[src/rtl/mem_arb_pkg.sv]
// ----------------------------------------------------------------------------
// mem_arb_pkg
// Shared types and default sizes for the memory arbiter.
//   state_e : arbiter ownership state (IDLE = no lock owner, PLOCK = programmer
//             owns the bus)
//   owner_e : identifies a requester (used for the round-robin pointer)
//   *_DEFAULT : default address width, data width and lock length
// ----------------------------------------------------------------------------
package mem_arb_pkg;

    localparam int AW_DEFAULT       = 4;
    localparam int DW_DEFAULT       = 8;
    localparam int LOCK_MAX_DEFAULT = 16;

    typedef enum logic {
        IDLE  = 1'b0,
        PLOCK = 1'b1
    } state_e;

    typedef enum logic {
        CPU = 1'b0,
        PRG = 1'b1
    } owner_e;

endpackage

[src/rtl/mem_arb_lockcnt.sv]
// ----------------------------------------------------------------------------
// mem_arb_lockcnt
// Counts the cycles the programmer has held the bus locked.
// Ports:
//   clk_i, rst_ni : clock, asynchronous active-low reset
//   clr_i         : restart the count (entry into the lock)
//   inc_i         : count this cycle (applied after clr_i, so clr_i & inc_i
//                   loads 1, i.e. the entry grant is itself a locked grant)
//   at_max_o      : this cycle's increment makes the count reach LOCK_MAX
// ----------------------------------------------------------------------------
module mem_arb_lockcnt
    import mem_arb_pkg::*;
#(
    parameter int LOCK_MAX = LOCK_MAX_DEFAULT
) (
    input  logic clk_i,
    input  logic rst_ni,
    input  logic clr_i,
    input  logic inc_i,
    output logic at_max_o
);

    localparam int CW = $clog2(LOCK_MAX + 1);

    logic [CW-1:0] cnt_q, cnt_d;

    always_comb begin
        cnt_d = cnt_q;
        if (clr_i) begin
            cnt_d = '0;
        end
        if (inc_i) begin
            cnt_d = cnt_d + CW'(1);
        end
    end

    // Qualified by inc_i so a count parked at LOCK_MAX after an exit does not
    // keep reporting at_max while the arbiter sits in IDLE.
    assign at_max_o = inc_i && (cnt_d == CW'(LOCK_MAX));

    always_ff @(posedge clk_i or negedge rst_ni) begin
        if (!rst_ni) begin
            cnt_q <= '0;
        end else begin
            cnt_q <= cnt_d;
        end
    end

endmodule

[src/rtl/mem_arbiter.sv]
// ----------------------------------------------------------------------------
// mem_arbiter
// Two-master arbiter (CPU reader, programmer reader/writer) for one shared
// single-port RAM with combinational read data. One access per cycle; the
// grant is combinational, read data returns registered one cycle later.
// The programmer may lock the bus for up to LOCK_MAX consecutive cycles.
//
// Build option: define MEM_ARB_RR_EN for round-robin tie-breaking in IDLE;
// otherwise the CPU has fixed priority.
//
// Ports:
//   clk_i, rst_ni                         clock, async active-low reset
//   cpu_req_i, cpu_addr_i                 CPU read request
//   cpu_gnt_o, cpu_rvalid_o, cpu_rdata_o  CPU grant and read return
//   prg_req_i, prg_we_i, prg_addr_i,
//   prg_wdata_i, prg_lock_i               programmer request and lock
//   prg_gnt_o, prg_rvalid_o, prg_rdata_o  programmer grant and read return
//   ram_cen_o, ram_we_o, ram_addr_o,
//   ram_wdata_o, ram_rdata_i              shared RAM port
// ----------------------------------------------------------------------------
module mem_arbiter
    import mem_arb_pkg::*;
#(
    parameter int AW       = AW_DEFAULT,
    parameter int DW       = DW_DEFAULT,
    parameter int LOCK_MAX = LOCK_MAX_DEFAULT
) (
    input  logic          clk_i,
    input  logic          rst_ni,
    input  logic          cpu_req_i,
    input  logic [AW-1:0] cpu_addr_i,
    output logic          cpu_gnt_o,
    output logic          cpu_rvalid_o,
    output logic [DW-1:0] cpu_rdata_o,
    input  logic          prg_req_i,
    input  logic          prg_we_i,
    input  logic [AW-1:0] prg_addr_i,
    input  logic [DW-1:0] prg_wdata_i,
    input  logic          prg_lock_i,
    output logic          prg_gnt_o,
    output logic          prg_rvalid_o,
    output logic [DW-1:0] prg_rdata_o,
    output logic          ram_cen_o,
    output logic          ram_we_o,
    output logic [AW-1:0] ram_addr_o,
    output logic [DW-1:0] ram_wdata_o,
    input  logic [DW-1:0] ram_rdata_i
);

    state_e        state_q, state_d;
    logic          cpu_win, prg_win;
    logic          cpu_wins_tie;
    logic          cnt_clr, cnt_inc, at_max;
    logic          cpu_rvalid_q, prg_rvalid_q;
    logic [DW-1:0] cpu_rdata_q, prg_rdata_q;

`ifdef MEM_ARB_RR_EN
    owner_e last_q, last_d;
    logic   force_q, force_d;

    // force_q: the lock just expired on LOCK_MAX, so the CPU must win now.
    assign cpu_wins_tie = force_q | (last_q == PRG);

    always_comb begin
        last_d = last_q;
        if (cpu_win) begin
            last_d = CPU;
        end else if (prg_win) begin
            last_d = PRG;
        end
        force_d = at_max;
    end

    always_ff @(posedge clk_i or negedge rst_ni) begin
        if (!rst_ni) begin
            last_q  <= CPU;
            force_q <= 1'b0;
        end else begin
            last_q  <= last_d;
            force_q <= force_d;
        end
    end
`else
    // Fixed priority already lets the CPU win after a lock expiry.
    assign cpu_wins_tie = 1'b1;
`endif

    // Arbitration: who gets this cycle's access, and lock-counter control.
    always_comb begin
        cpu_win = 1'b0;
        prg_win = 1'b0;
        cnt_clr = 1'b0;
        cnt_inc = 1'b0;
        if (state_q == PLOCK) begin
            prg_win = prg_req_i;
            // Every locked cycle counts, granted or not.
            cnt_inc = 1'b1;
        end else if (cpu_req_i && prg_req_i) begin
            cpu_win = cpu_wins_tie;
            prg_win = ~cpu_wins_tie;
        end else begin
            cpu_win = cpu_req_i;
            prg_win = prg_req_i;
        end
        if ((state_q == IDLE) && prg_win && prg_lock_i) begin
            cnt_clr = 1'b1;
            cnt_inc = 1'b1;
        end
    end

    always_comb begin
        state_d = state_q;
        case (state_q)
            IDLE: begin
                // at_max here only when LOCK_MAX is 1: the lock is already spent.
                if (prg_win && prg_lock_i && !at_max) begin
                    state_d = PLOCK;
                end
            end
            PLOCK: begin
                if (!prg_lock_i || at_max) begin
                    state_d = IDLE;
                end
            end
            default: state_d = IDLE;
        endcase
    end

    mem_arb_lockcnt #(
        .LOCK_MAX(LOCK_MAX)
    ) u_lockcnt (
        .clk_i   (clk_i),
        .rst_ni  (rst_ni),
        .clr_i   (cnt_clr),
        .inc_i   (cnt_inc),
        .at_max_o(at_max)
    );

    // Grants are masked by reset so every output is quiet while rst_ni is low.
    assign cpu_gnt_o   = rst_ni & cpu_win;
    assign prg_gnt_o   = rst_ni & prg_win;
    assign ram_cen_o   = cpu_gnt_o | prg_gnt_o;
    assign ram_we_o    = prg_gnt_o & prg_we_i;
    assign ram_addr_o  = prg_gnt_o ? prg_addr_i : (cpu_gnt_o ? cpu_addr_i : '0);
    assign ram_wdata_o = prg_gnt_o ? prg_wdata_i : '0;

    always_ff @(posedge clk_i or negedge rst_ni) begin
        if (!rst_ni) begin
            state_q      <= IDLE;
            cpu_rvalid_q <= 1'b0;
            prg_rvalid_q <= 1'b0;
            cpu_rdata_q  <= '0;
            prg_rdata_q  <= '0;
        end else begin
            state_q      <= state_d;
            cpu_rvalid_q <= cpu_gnt_o;
            prg_rvalid_q <= prg_gnt_o & ~prg_we_i;
            if (cpu_gnt_o) begin
                cpu_rdata_q <= ram_rdata_i;
            end
            if (prg_gnt_o && !prg_we_i) begin
                prg_rdata_q <= ram_rdata_i;
            end
        end
    end

    assign cpu_rvalid_o = cpu_rvalid_q;
    assign cpu_rdata_o  = cpu_rdata_q;
    assign prg_rvalid_o = prg_rvalid_q;
    assign prg_rdata_o  = prg_rdata_q;

endmodule

[config.mk]
export PLATFORM = sky130hd
export DESIGN_NAME = mem_arbiter
export DESIGN_NICKNAME = d
export VERILOG_FILES = /design/src/rtl/mem_arb_pkg.sv /design/src/rtl/mem_arb_lockcnt.sv /design/src/rtl/mem_arbiter.sv
export SDC_FILE = /design/constraint.sdc
export NUM_CORES = 1
export LEC_CHECK = 0
export ABC_AREA = 1
export BUFFER_PORTS_ARGS = -buffer_cell sky130_fd_sc_hd__clkbuf_2
export CAP_MARGIN = 20
export CELL_PAD_IN_SITES_DETAIL_PLACEMENT = 1
export CELL_PAD_IN_SITES_GLOBAL_PLACEMENT = 2
export CORE_UTILIZATION = 25
export DETAILED_ROUTE_END_ITERATION = 8
export GPL_TIMING_DRIVEN = 0
export PLACE_DENSITY = 0.86
export SLEW_MARGIN = 10
export SYNTH_ARGS = -nofsm -noshare
export SYNTH_HDL_FRONTEND = slang
export SYNTH_SLANG_ARGS = --single-unit
export TNS_END_PERCENT = 10
[constraint.sdc]
create_clock -name clk_i -period 5.4 [get_ports clk_i]
set_clock_uncertainty 0.2 [all_clocks]
set_input_delay 0.81 -clock clk_i [delete_from_list [all_inputs] [get_ports clk_i]]
set_output_delay 0.81 -clock clk_i [all_outputs]
set_load 0.005 [all_outputs]
==> impl_metrics.toml, run 1 <==
[floorplan]
die_h_um = 71.8
starting_density = 0.260
die_w_um = 71.8
core_sq_mm = 0.00469
die_area_sq_mm = 0.00516
design.portCount = 64
rows = 25

[setup_path]
required_arrival_time_at_the_worst_endpoint_ns = 4.39
cp-start-kind = "input port"
setup.worst_path.end_class = "primary output"
timing.critical_path.arrival_ns = 2.44
reg2reg_slack_ns = 3.29
criticalPathCategory = "in -> out"
r2r-end = "state_q$_DFF_PN0_"
worstPathMaxFanout = 25
crit_path_end = "ram_cen_o"
worst_setup_path_startpoint = "rst_ni"
rr_worst_depth = 13
worst_r2r_startpoint = "state_q$_DFF_PN0_"

[sta]
tns_ns = 0
timing.max_slew.rel_slack = 0.593
maxClockFrequency_mhz = 290
final-hold-violation-count = 0
worst_hold_slack_ns = 0.289
rsz0062_at_grt = "false"
post-route-period-util = 0.639
worst_slack_ns = 1.95
drv_slew = 0
report.final.setup_viol = 0
tightestPinTransition_ns = 0.611
fin_crit_ns = 3.45

[global_routing]
overflow = 0
gr-usage-all-layers = 0.124
grt_antenna_before_repair = 0
grt_max_degree = 26
first_global_vias = 1069
grt_first_pass_wirelength_um = 5110

[layout]
area_delta_synth_final_pct = 37.3
insertedDiodeCount = 0
total_number_of_nets_in_the_final_design = 244
layout-drive-gt1-share = 0.415
fin_area_sq_mm = 0.00167

[clock_tree]
sinks_on_the_clock_net = 24
cts.root.buffer_cell = "clkbuf_8"
clk_path_buf_depth = 2
cts.repair_timing.setup_buffer_count = 0
clock_input_transition_at_the_sequential_cells_of_the_worst_setup_and_hold_paths_ns = 0.09
cts.hold.buffers_added = 0
htreeDepth = 1
numCtsBuffers = 3
cts_resized = 0
tritoncts = "built"
clk-insertion-delay-late_ns = 0.27

[yosys]
post_synth_main_area_contributors = "dfrtp_1 (49%), nand2_1 (10%), inv_1 (9.2%), o21ai_2 (5.7%), nor2_1 (4.3%)"
yosysWarningCount = 0
synth_seq_area_share = 0.493
synth.ff_latch_count = 24
synthesis.area_per_instance_sq_um = 8.40
synth_nets = 176
post_synth_xor_area_fraction = 0
netlist_instances = 145
synth_top_area_frac = 0.493
syn_area_sq_mm = 0.00122
synth_top_family_by_area = "simple AND/OR/NAND/NOR gates"
post-synth-top-area-cell = "dfrtp_1"
netlist-cell-type-count = 20
synth.area.mux_share = 0
post_synth_fa_ha_maj_area_fraction = 0.0103
synth_compound_area_frac = 0.129
yosys.area_share.simple = 0.249

[placement]
postPlaceCellArea_sq_mm = 0.00160
port-buffer-count = 63
dp_hpwl_um = 2480
globalplace.congestion = 0.677
post-place-ws_ns = 1.85

[routing]
avgViaCountPerCell = 4.25
detailedRoute.firstIterationViolations = 33
drt-total-wl_um = 3080
first_pass_iters = 6
remaining_drc_errors = 0
via_count = 1130
ant_nets = 0
wl_per_cell_um = 11.6

[pwr]
power-per-cell-area_mw_per_mm2 = 317
power_leakage_uw = 0.00102
total_power_uw = 530
worst_voltage_drop_across_the_vdd_grid_v = 0.000119

[job]
cap_viol_max_count = 0

[status]
outcome = "completed"

[hold_path]
holdCritPathClass = "reg -> reg"
-- how the worst min path moves through the flow --
stage,to,cells after the start,start,slack [ns]
6_report,prg_rdata_o[5]$_DFFE_PN0P_,2,prg_rdata_o[5]$_DFFE_PN0P_,0.29
3_3_place_gp,prg_rdata_o[2]$_DFFE_PN0P_,2,prg_rdata_o[2]$_DFFE_PN0P_,0.27
5_1_grt,prg_rdata_o[3]$_DFFE_PN0P_,2,prg_rdata_o[3]$_DFFE_PN0P_,0.31
4_1_cts,prg_rdata_o[5]$_DFFE_PN0P_,2,prg_rdata_o[5]$_DFFE_PN0P_,0.29
3_5_place_dp,prg_rdata_o[5]$_DFFE_PN0P_,2,prg_rdata_o[5]$_DFFE_PN0P_,0.27
2_1_floorplan,cpu_rdata_o[0]$_DFFE_PN0P_,2,cpu_rdata_o[0]$_DFFE_PN0P_,0.28
-- kinds of logic after synthesis --
logic type,count (synthesis)
AND/OR/NAND/NOR,62
buffers and inverters,36
flip-flops,24
AO/OA/AOI/OAI,22
adder cells (fa/ha/maj),1
-- through the flow --
stage          std cells  utilization
4_1_cts              266        0.357
6_report             266        0.357
2_1_floorplan        145            -
3_3_place_gp         262        0.341
5_1_grt              266        0.357
3_5_place_dp         262        0.341
-- flip-flops by register name (all words and copies together) (netlist names) --
| name | flops |
|---|---|
| u_lockcnt.cnt_q | 5 |
| cpu_rvalid_o | 1 |
| cpu_rdata_o | 8 |
| state_q | 1 |
| prg_rvalid_o | 1 |
| prg_rdata_o | 8 |
-- cell type report --
type,instances,area [sq um]
well taps,54,67.6
repair buffers,63,315
multi-input cells,85,474
flip-flops and latches,24,601
clock buffers,3,41.3
fillers,596,3020
clock inverters,1,30.0
inverters,33,124
plain buffers,3,20.0
-- cell usage after synthesis --
cell,n
nand4_2,1
nand2_1,33
a21boi_0,1
nand2_4,2
nand4_1,2
buf_6,1
inv_1,30
inv_2,3
nor2_4,2
o21ai_2,8
ha_1,1
dfrtp_1,24
buf_2,1
o21ai_0,9
clkbuf_1,1
nand2_2,2
nor2_8,1
a22o_1,4
nand3_1,5
nor2_1,14
-- power by group --
group	total, uW	leakage (uW)	internal, uW	switching, uW
registers	238	0.000304	215	23.4
clock network	157	0.0000357	99.1	58.3
logic	134	0.000681	60.1	74.0
-- cell usage in the layout, fill, tap and decap left out, drive strengths merged --
cell,instances
buf,2
inv,33
a22o,4
nand2,37
ha,1
a21boi,1
clkbuf,67
nand3,5
bufinv,1
nor2,17
dfrtp,24
nand4,3
o21ai,17
-- routing by layer --
layer  up-vias  global-route usage  wire length (um)
li1        576                   -                 -
met1       532               0.171              1380
met2        22               0.209              1600
met3         0              0.0155                95
met4         0              0.0261                 0
met5         -                   0                 0
-- critical path, cell delays in order --
cell and delay, ns:
clkbuf_2 0.47, inv_1 0.29, nor2_4 0.25, inv_1 0.19, buf_2 0.23, nand2_1 0.08
clkbuf_2 0.11
Power figures use the tool's default switching activity.
==> run 2: changes to the inputs <==
--- a/config.mk
+++ b/config.mk
@@ -10,10 +10,10 @@
 export CAP_MARGIN = 20
 export CELL_PAD_IN_SITES_DETAIL_PLACEMENT = 1
 export CELL_PAD_IN_SITES_GLOBAL_PLACEMENT = 2
-export CORE_UTILIZATION = 25
+export CORE_UTILIZATION = 24
 export DETAILED_ROUTE_END_ITERATION = 8
 export GPL_TIMING_DRIVEN = 0
-export PLACE_DENSITY = 0.86
+export PLACE_DENSITY = 0.83
 export SLEW_MARGIN = 10
 export SYNTH_ARGS = -nofsm -noshare
 export SYNTH_HDL_FRONTEND = slang
==> constraint.sdc (replaced) <==
create_clock -name clk_i -period 3.5 [get_ports clk_i]
set_clock_uncertainty 0.2 [all_clocks]
set_input_delay 0.525 -clock clk_i [delete_from_list [all_inputs] [get_ports clk_i]]
set_output_delay 0.525 -clock clk_i [all_outputs]
set_load 0.005 [all_outputs]
==> impl_metrics.toml, run 2 (synthesis gave the netlist of run 1 again) <==
[status]
outcome = "completed"

[setup_path]
r2r-end = "state_q$_DFF_PN0_"
max_stage_delay_ns = 0.48
worstPathMaxFanout = 25
path_buf_inv = 5
timing.critical_path.max_delay_family = "buffers and inverters"
cp-start-kind = "input port"
worst_r2r_startpoint = "state_q$_DFF_PN0_"
ordered_list_of_cells_on_the_worst_path = "clkbuf_2 > inv_1 > nor2_4 > inv_1 > buf_2 > nand2_1 > clkbuf_2"
rr_worst_depth = 13
criticalPathCategory = "in -> out"
required_arrival_time_at_the_worst_endpoint_ns = 2.77
timing.critical_path.slowest_stage_cell = "clkbuf_2"
setup.worst_path.end_class = "primary output"
timing.critical_path.arrival_ns = 2.15
reg2reg_slack_ns = 1.43
worst_setup_path_startpoint = "rst_ni"

[hold_path]
holdCritPathClass = "in -> async"

[clock_tree]
htreeDepth = 1
clk-insertion-delay-late_ns = 0.26
sinks_on_the_clock_net = 24
clock_input_transition_at_the_sequential_cells_of_the_worst_setup_and_hold_paths_ns = 0.08
cts.repair_timing.setup_buffer_count = 0
tritoncts = "built"
numCtsBuffers = 3
cts_resized = 0
cts.hold.buffers_added = 0
clk_path_buf_depth = 2
cts.root.buffer_cell = "clkbuf_8"

[placement]
globalplace.congestion = 0.718
dp_cells = 275
dp_hpwl_um = 2470
port-buffer-count = 63

[floorplan]
starting_density = 0.253
design.portCount = 64
die_w_um = 73.3
rows = 25
core_sq_mm = 0.00482
die_area_sq_mm = 0.00537
die_h_um = 73.3

[layout]
fillers = 634
highest_count_cells_in_the_layout_ignoring_fill_and_taps = "clkbuf_2 (63), nand2_1 (33), inv_1 (30), dfrtp_1 (24), nor2_1 (14)"
layout_commonest_cell = "clkbuf_2"
area_delta_synth_final_pct = 36.1
insertedDiodeCount = 0
layout-drive-gt1-share = 0.412
total_number_of_nets_in_the_final_design = 244
layoutNonFillerInstCount = 278

[routing]
remaining_drc_errors = 0
detailedRoute.firstIterationViolations = 32
avgViaCountPerCell = 3.94
ant_nets = 0
first_pass_iters = 3
drt-total-wl_um = 3000
wl_per_cell_um = 10.8
via_count = 1096

[job]
cap_viol_max_count = 0

[sta]
maxClockFrequency_mhz = 348
post-route-period-util = 0.822
final-hold-violation-count = 0
tightestPinTransition_ns = 0.620
rsz0062_at_grt = "false"
report.final.setup_viol = 0
fin_crit_ns = 2.88
timing.max_slew.rel_slack = 0.587
drv_slew = 0
tns_ns = 0

[global_routing]
grt_first_pass_wirelength_um = 4830
grt_antenna_before_repair = 0
first_global_vias = 1075
gr-usage-all-layers = 0.115
grt_max_degree = 26
overflow = 0

[pwr]
power-per-cell-area_mw_per_mm2 = 440
power_leakage_uw = 0.00101
worst_voltage_drop_across_the_vdd_grid_v = 0.000200
-- run 2: worst register-to-register path, stage by stage (launching register included) --
cell	delay [ns]
dfrtp_1	0.41
inv_2	0.13
nand4_2	0.23
inv_1	0.15
nor2_1	0.05
ha_1	0.20
nand3_1	0.13
nor2_1	0.05
nand3_1	0.08
nand2_1	0.06
inv_1	0.07
nand4_1	0.10
nand2_1	0.07
inv_1	0.03
-- run 2: cell type report --
| cell class | instances | area [sq um] | share of cell area |
|---|---|---|---|
| buffer | 3 | 20.0 | 0.0121 |
| sequential | 24 | 601 | 0.362 |
| multi-input combinational | 85 | 474 | 0.286 |
| tap | 67 | 83.8 | 0.0505 |
| clock buffer | 3 | 41.3 | 0.0249 |
| timing repair buffer | 63 | 315 | 0.190 |
| inverter | 33 | 124 | 0.0747 |
-- run 2: worst max path at each step --
| stage | endpoint | cells after the start | slack (ns) |
|---|---|---|---|
| finish | ram_cen_o | 7 | 0.62 |
| CTS | ram_cen_o | 7 | 0.54 |
| detailed placement | ram_cen_o | 7 | 0.54 |
| global placement | ram_cen_o | 7 | 0.55 |
| floorplan | ram_cen_o | 5 | 1.56 |
| global route | ram_cen_o | 7 | 0.40 |
-- run 2: power by group --
| part | internal (uW) | switching [uW] | total, uW | leakage [uW] |
|---|---|---|---|---|
| registers | 331 | 36.3 | 368 | 0.000304 |
| clock network | 76.7 | 79.2 | 156 | 0.0000216 |
| logic | 92.4 | 114 | 206 | 0.000681 |
-- run 2: metal layers --
metal	up-vias	global-route usage	routed length, um
li1	571	-	-
met1	505	0.151	1330
met2	20	0.207	1600
met3	0	0.0123	73
met4	0	0.0196	0
met5	-	0	0
-- run 2: stage by stage --
step	total power [uW]	cell area [sq um]	util	setup slack (ns)	hold slack, ns
4_1_cts	746	1660	0.344	0.537	0.0818
6_report	730	1660	0.344	0.624	0.0668
2_1_floorplan	487	1220	-	1.56	0.0294
3_5_place_dp	585	1620	0.336	0.544	0.275
5_1_grt	792	1660	0.344	0.404	0.0997
3_3_place_gp	577	1620	0.336	0.551	0.265
==> run 3: changes to the inputs <==
--- a/config.mk
+++ b/config.mk
@@ -10,10 +10,10 @@
 export CAP_MARGIN = 20
 export CELL_PAD_IN_SITES_DETAIL_PLACEMENT = 1
 export CELL_PAD_IN_SITES_GLOBAL_PLACEMENT = 2
-export CORE_UTILIZATION = 24
+export CORE_UTILIZATION = 21
 export DETAILED_ROUTE_END_ITERATION = 8
 export GPL_TIMING_DRIVEN = 0
-export PLACE_DENSITY = 0.83
+export PLACE_DENSITY = 0.78
 export SLEW_MARGIN = 10
 export SYNTH_ARGS = -nofsm -noshare
 export SYNTH_HDL_FRONTEND = slang
==> constraint.sdc (replaced) <==
create_clock -name clk_i -period 2.3 [get_ports clk_i]
set_clock_uncertainty 0.2 [all_clocks]
set_input_delay 0.345 -clock clk_i [delete_from_list [all_inputs] [get_ports clk_i]]
set_output_delay 0.345 -clock clk_i [all_outputs]
set_load 0.005 [all_outputs]
==> impl_metrics.toml, run 3 (synthesis gave the netlist of run 1 again) <==
[status]
outcome = "completed"

[layout]
area_delta_synth_final_pct = 40.5
layoutNonFillerInstCount = 285
highest_count_cells_in_the_layout_ignoring_fill_and_taps = "clkbuf_2 (62), nand2_1 (33), inv_1 (29), dfrtp_1 (24), nor2_1 (14)"
layout-drive-gt1-share = 0.423
layout_commonest_cell = "clkbuf_2"
fin_area_sq_mm = 0.00171
fillers = 702
insertedDiodeCount = 0
total_number_of_nets_in_the_final_design = 246

[floorplan]
core_sq_mm = 0.00554
die_area_sq_mm = 0.00611
starting_density = 0.220
rows = 27
design.portCount = 64
die_w_um = 78.2
die_h_um = 78.2

[placement]
postPlaceCellArea_sq_mm = 0.00162
post-place-ws_ns = -0.355
port-buffer-count = 63
globalplace.congestion = 0.679
dp_cells = 280
dp_hpwl_um = 2460

[clock_tree]
clk_path_buf_depth = 2
htreeDepth = 1
tritoncts = "built"
clock_input_transition_at_the_sequential_cells_of_the_worst_setup_and_hold_paths_ns = 0.07
cts.root.buffer_cell = "clkbuf_8"
clk-insertion-delay-late_ns = 0.25
numCtsBuffers = 3
sinks_on_the_clock_net = 24

[global_routing]
first_global_vias = 1114
gr-usage-all-layers = 0.108
grt_antenna_before_repair = 0
overflow = 0
grt_max_degree = 25
grt_first_pass_wirelength_um = 5370

[routing]
detailedRoute.firstIterationViolations = 35
ant_nets = 0
remaining_drc_errors = 0
first_pass_iters = 3
drt-total-wl_um = 3130
via_count = 1138
avgViaCountPerCell = 3.99
wl_per_cell_um = 11.0

[sta]
drv_slew = 0
final-hold-violation-count = 0
timing.max_slew.rel_slack = 0.834
worst_slack_ns = 0.152
tightestPinTransition_ns = 0.248
report.final.setup_viol = 0
post-route-period-util = 0.934
rsz0062_at_grt = "true"
fin_crit_ns = 2.15
maxClockFrequency_mhz = 465

[setup_path]
required_arrival_time_at_the_worst_endpoint_ns = 1.75
cp-start-kind = "flip-flop"
worst_r2r_startpoint = "state_q$_DFF_PN0_"
max_stage_delay_ns = 0.41
worst_setup_path_startpoint = "state_q$_DFF_PN0_"
criticalPathCategory = "reg -> out"
timing.critical_path.slowest_stage_cell = "dfrtp_1"
worstPathMaxFanout = 10
setup.worst_path.end_class = "primary output"
timing.critical_path.arrival_ns = 1.60
ordered_list_of_cells_on_the_worst_path = "inv_2 > nand2_4 > nor2_4 > clkinvlp_4 > buf_2 > nand2_1 > clkbuf_2"

[hold_path]
holdCritPathClass = "in -> reg"
timing.hold.worst.start = "prg_we_i"

[job]
cap_viol_max_count = 0

[pwr]
power_leakage_uw = 0.00102
power-per-cell-area_mw_per_mm2 = 658
worst_voltage_drop_across_the_vdd_grid_v = 0.000457
-- run 3: critical path, delay by kind of cell (launching register included) --
family,cells,cell delay (ns)
buffers and inverters,4,0.58
flip-flops,1,0.41
AND/OR/NAND/NOR,3,0.35
-- run 3: timing repair --
action / 4_1_cts / 5_1_grt
setup buffers: 0 / 1
hold buffers: 2 / 0
gates cloned: 0 / 0
pin swaps: 0 / 0
resized for setup: 2 / 1
endpoints found under the setup margin: 10 / 11
endpoints found under the hold margin: 24 / 0
-- run 3: path summary, 6_finish.rpt --
| kind | endpoint | slack, ns | cells after the start |
|---|---|---|---|
| min | prg_rvalid_o$_DFF_PN0_ | 0.09 | 2 |
| min reg2reg | cpu_rdata_o[5]$_DFFE_PN0P_ | 0.29 | 2 |
| max | ram_cen_o | 0.15 | 7 |
| max in group asynchronous | cpu_rdata_o[4]$_DFFE_PN0P_ | 1.32 | 3 |
| min in group asynchronous | prg_rdata_o[6]$_DFFE_PN0P_ | 0.42 | 3 |
| max reg2reg | state_q$_DFF_PN0_ | 0.26 | 13 |
-- run 3: where the power goes --
| part | leakage [uW] | internal (uW) | switching, uW | total [uW] |
|---|---|---|---|---|
| Combinational | 0.000699 | 148 | 176 | 324 |
| Clock | 0.0000216 | 117 | 123 | 240 |
| Sequential | 0.000304 | 504 | 57.1 | 561 |
-- run 3: cell type report --
type / instances / area (sq um) / area share
multi-input cells: 85 / 474 / 0.277
repair buffers: 66 / 362 / 0.211
plain buffers: 2 / 16.3 / 0.00950
clock buffers: 3 / 41.3 / 0.0241
well taps: 72 / 90.1 / 0.0526
inverters: 33 / 128 / 0.0746
flip-flops and latches: 24 / 601 / 0.351
-- run 3: through the flow --
stage	total power, uW	setup TNS, ns	utilization	hold WS, ns
2_1_floorplan	741	0	-	-0.151
3_3_place_gp	885	-2.19	0.293	0.193
3_5_place_dp	893	-2.68	0.293	0.201
4_1_cts	1150	0	0.308	0.0739
5_1_grt	1220	-0.00186	0.309	0.0725
6_report	1130	0	0.309	0.0853
-- run 3: per-layer routing --
metal  vias to the layer above  track usage  part of all wire
met5                         -            0                 0
met4                         0       0.0111                 0
met3                         0       0.0221             0.037
met2                        22        0.180              0.50
met1                       538        0.149              0.46
li1                        578            -                 -
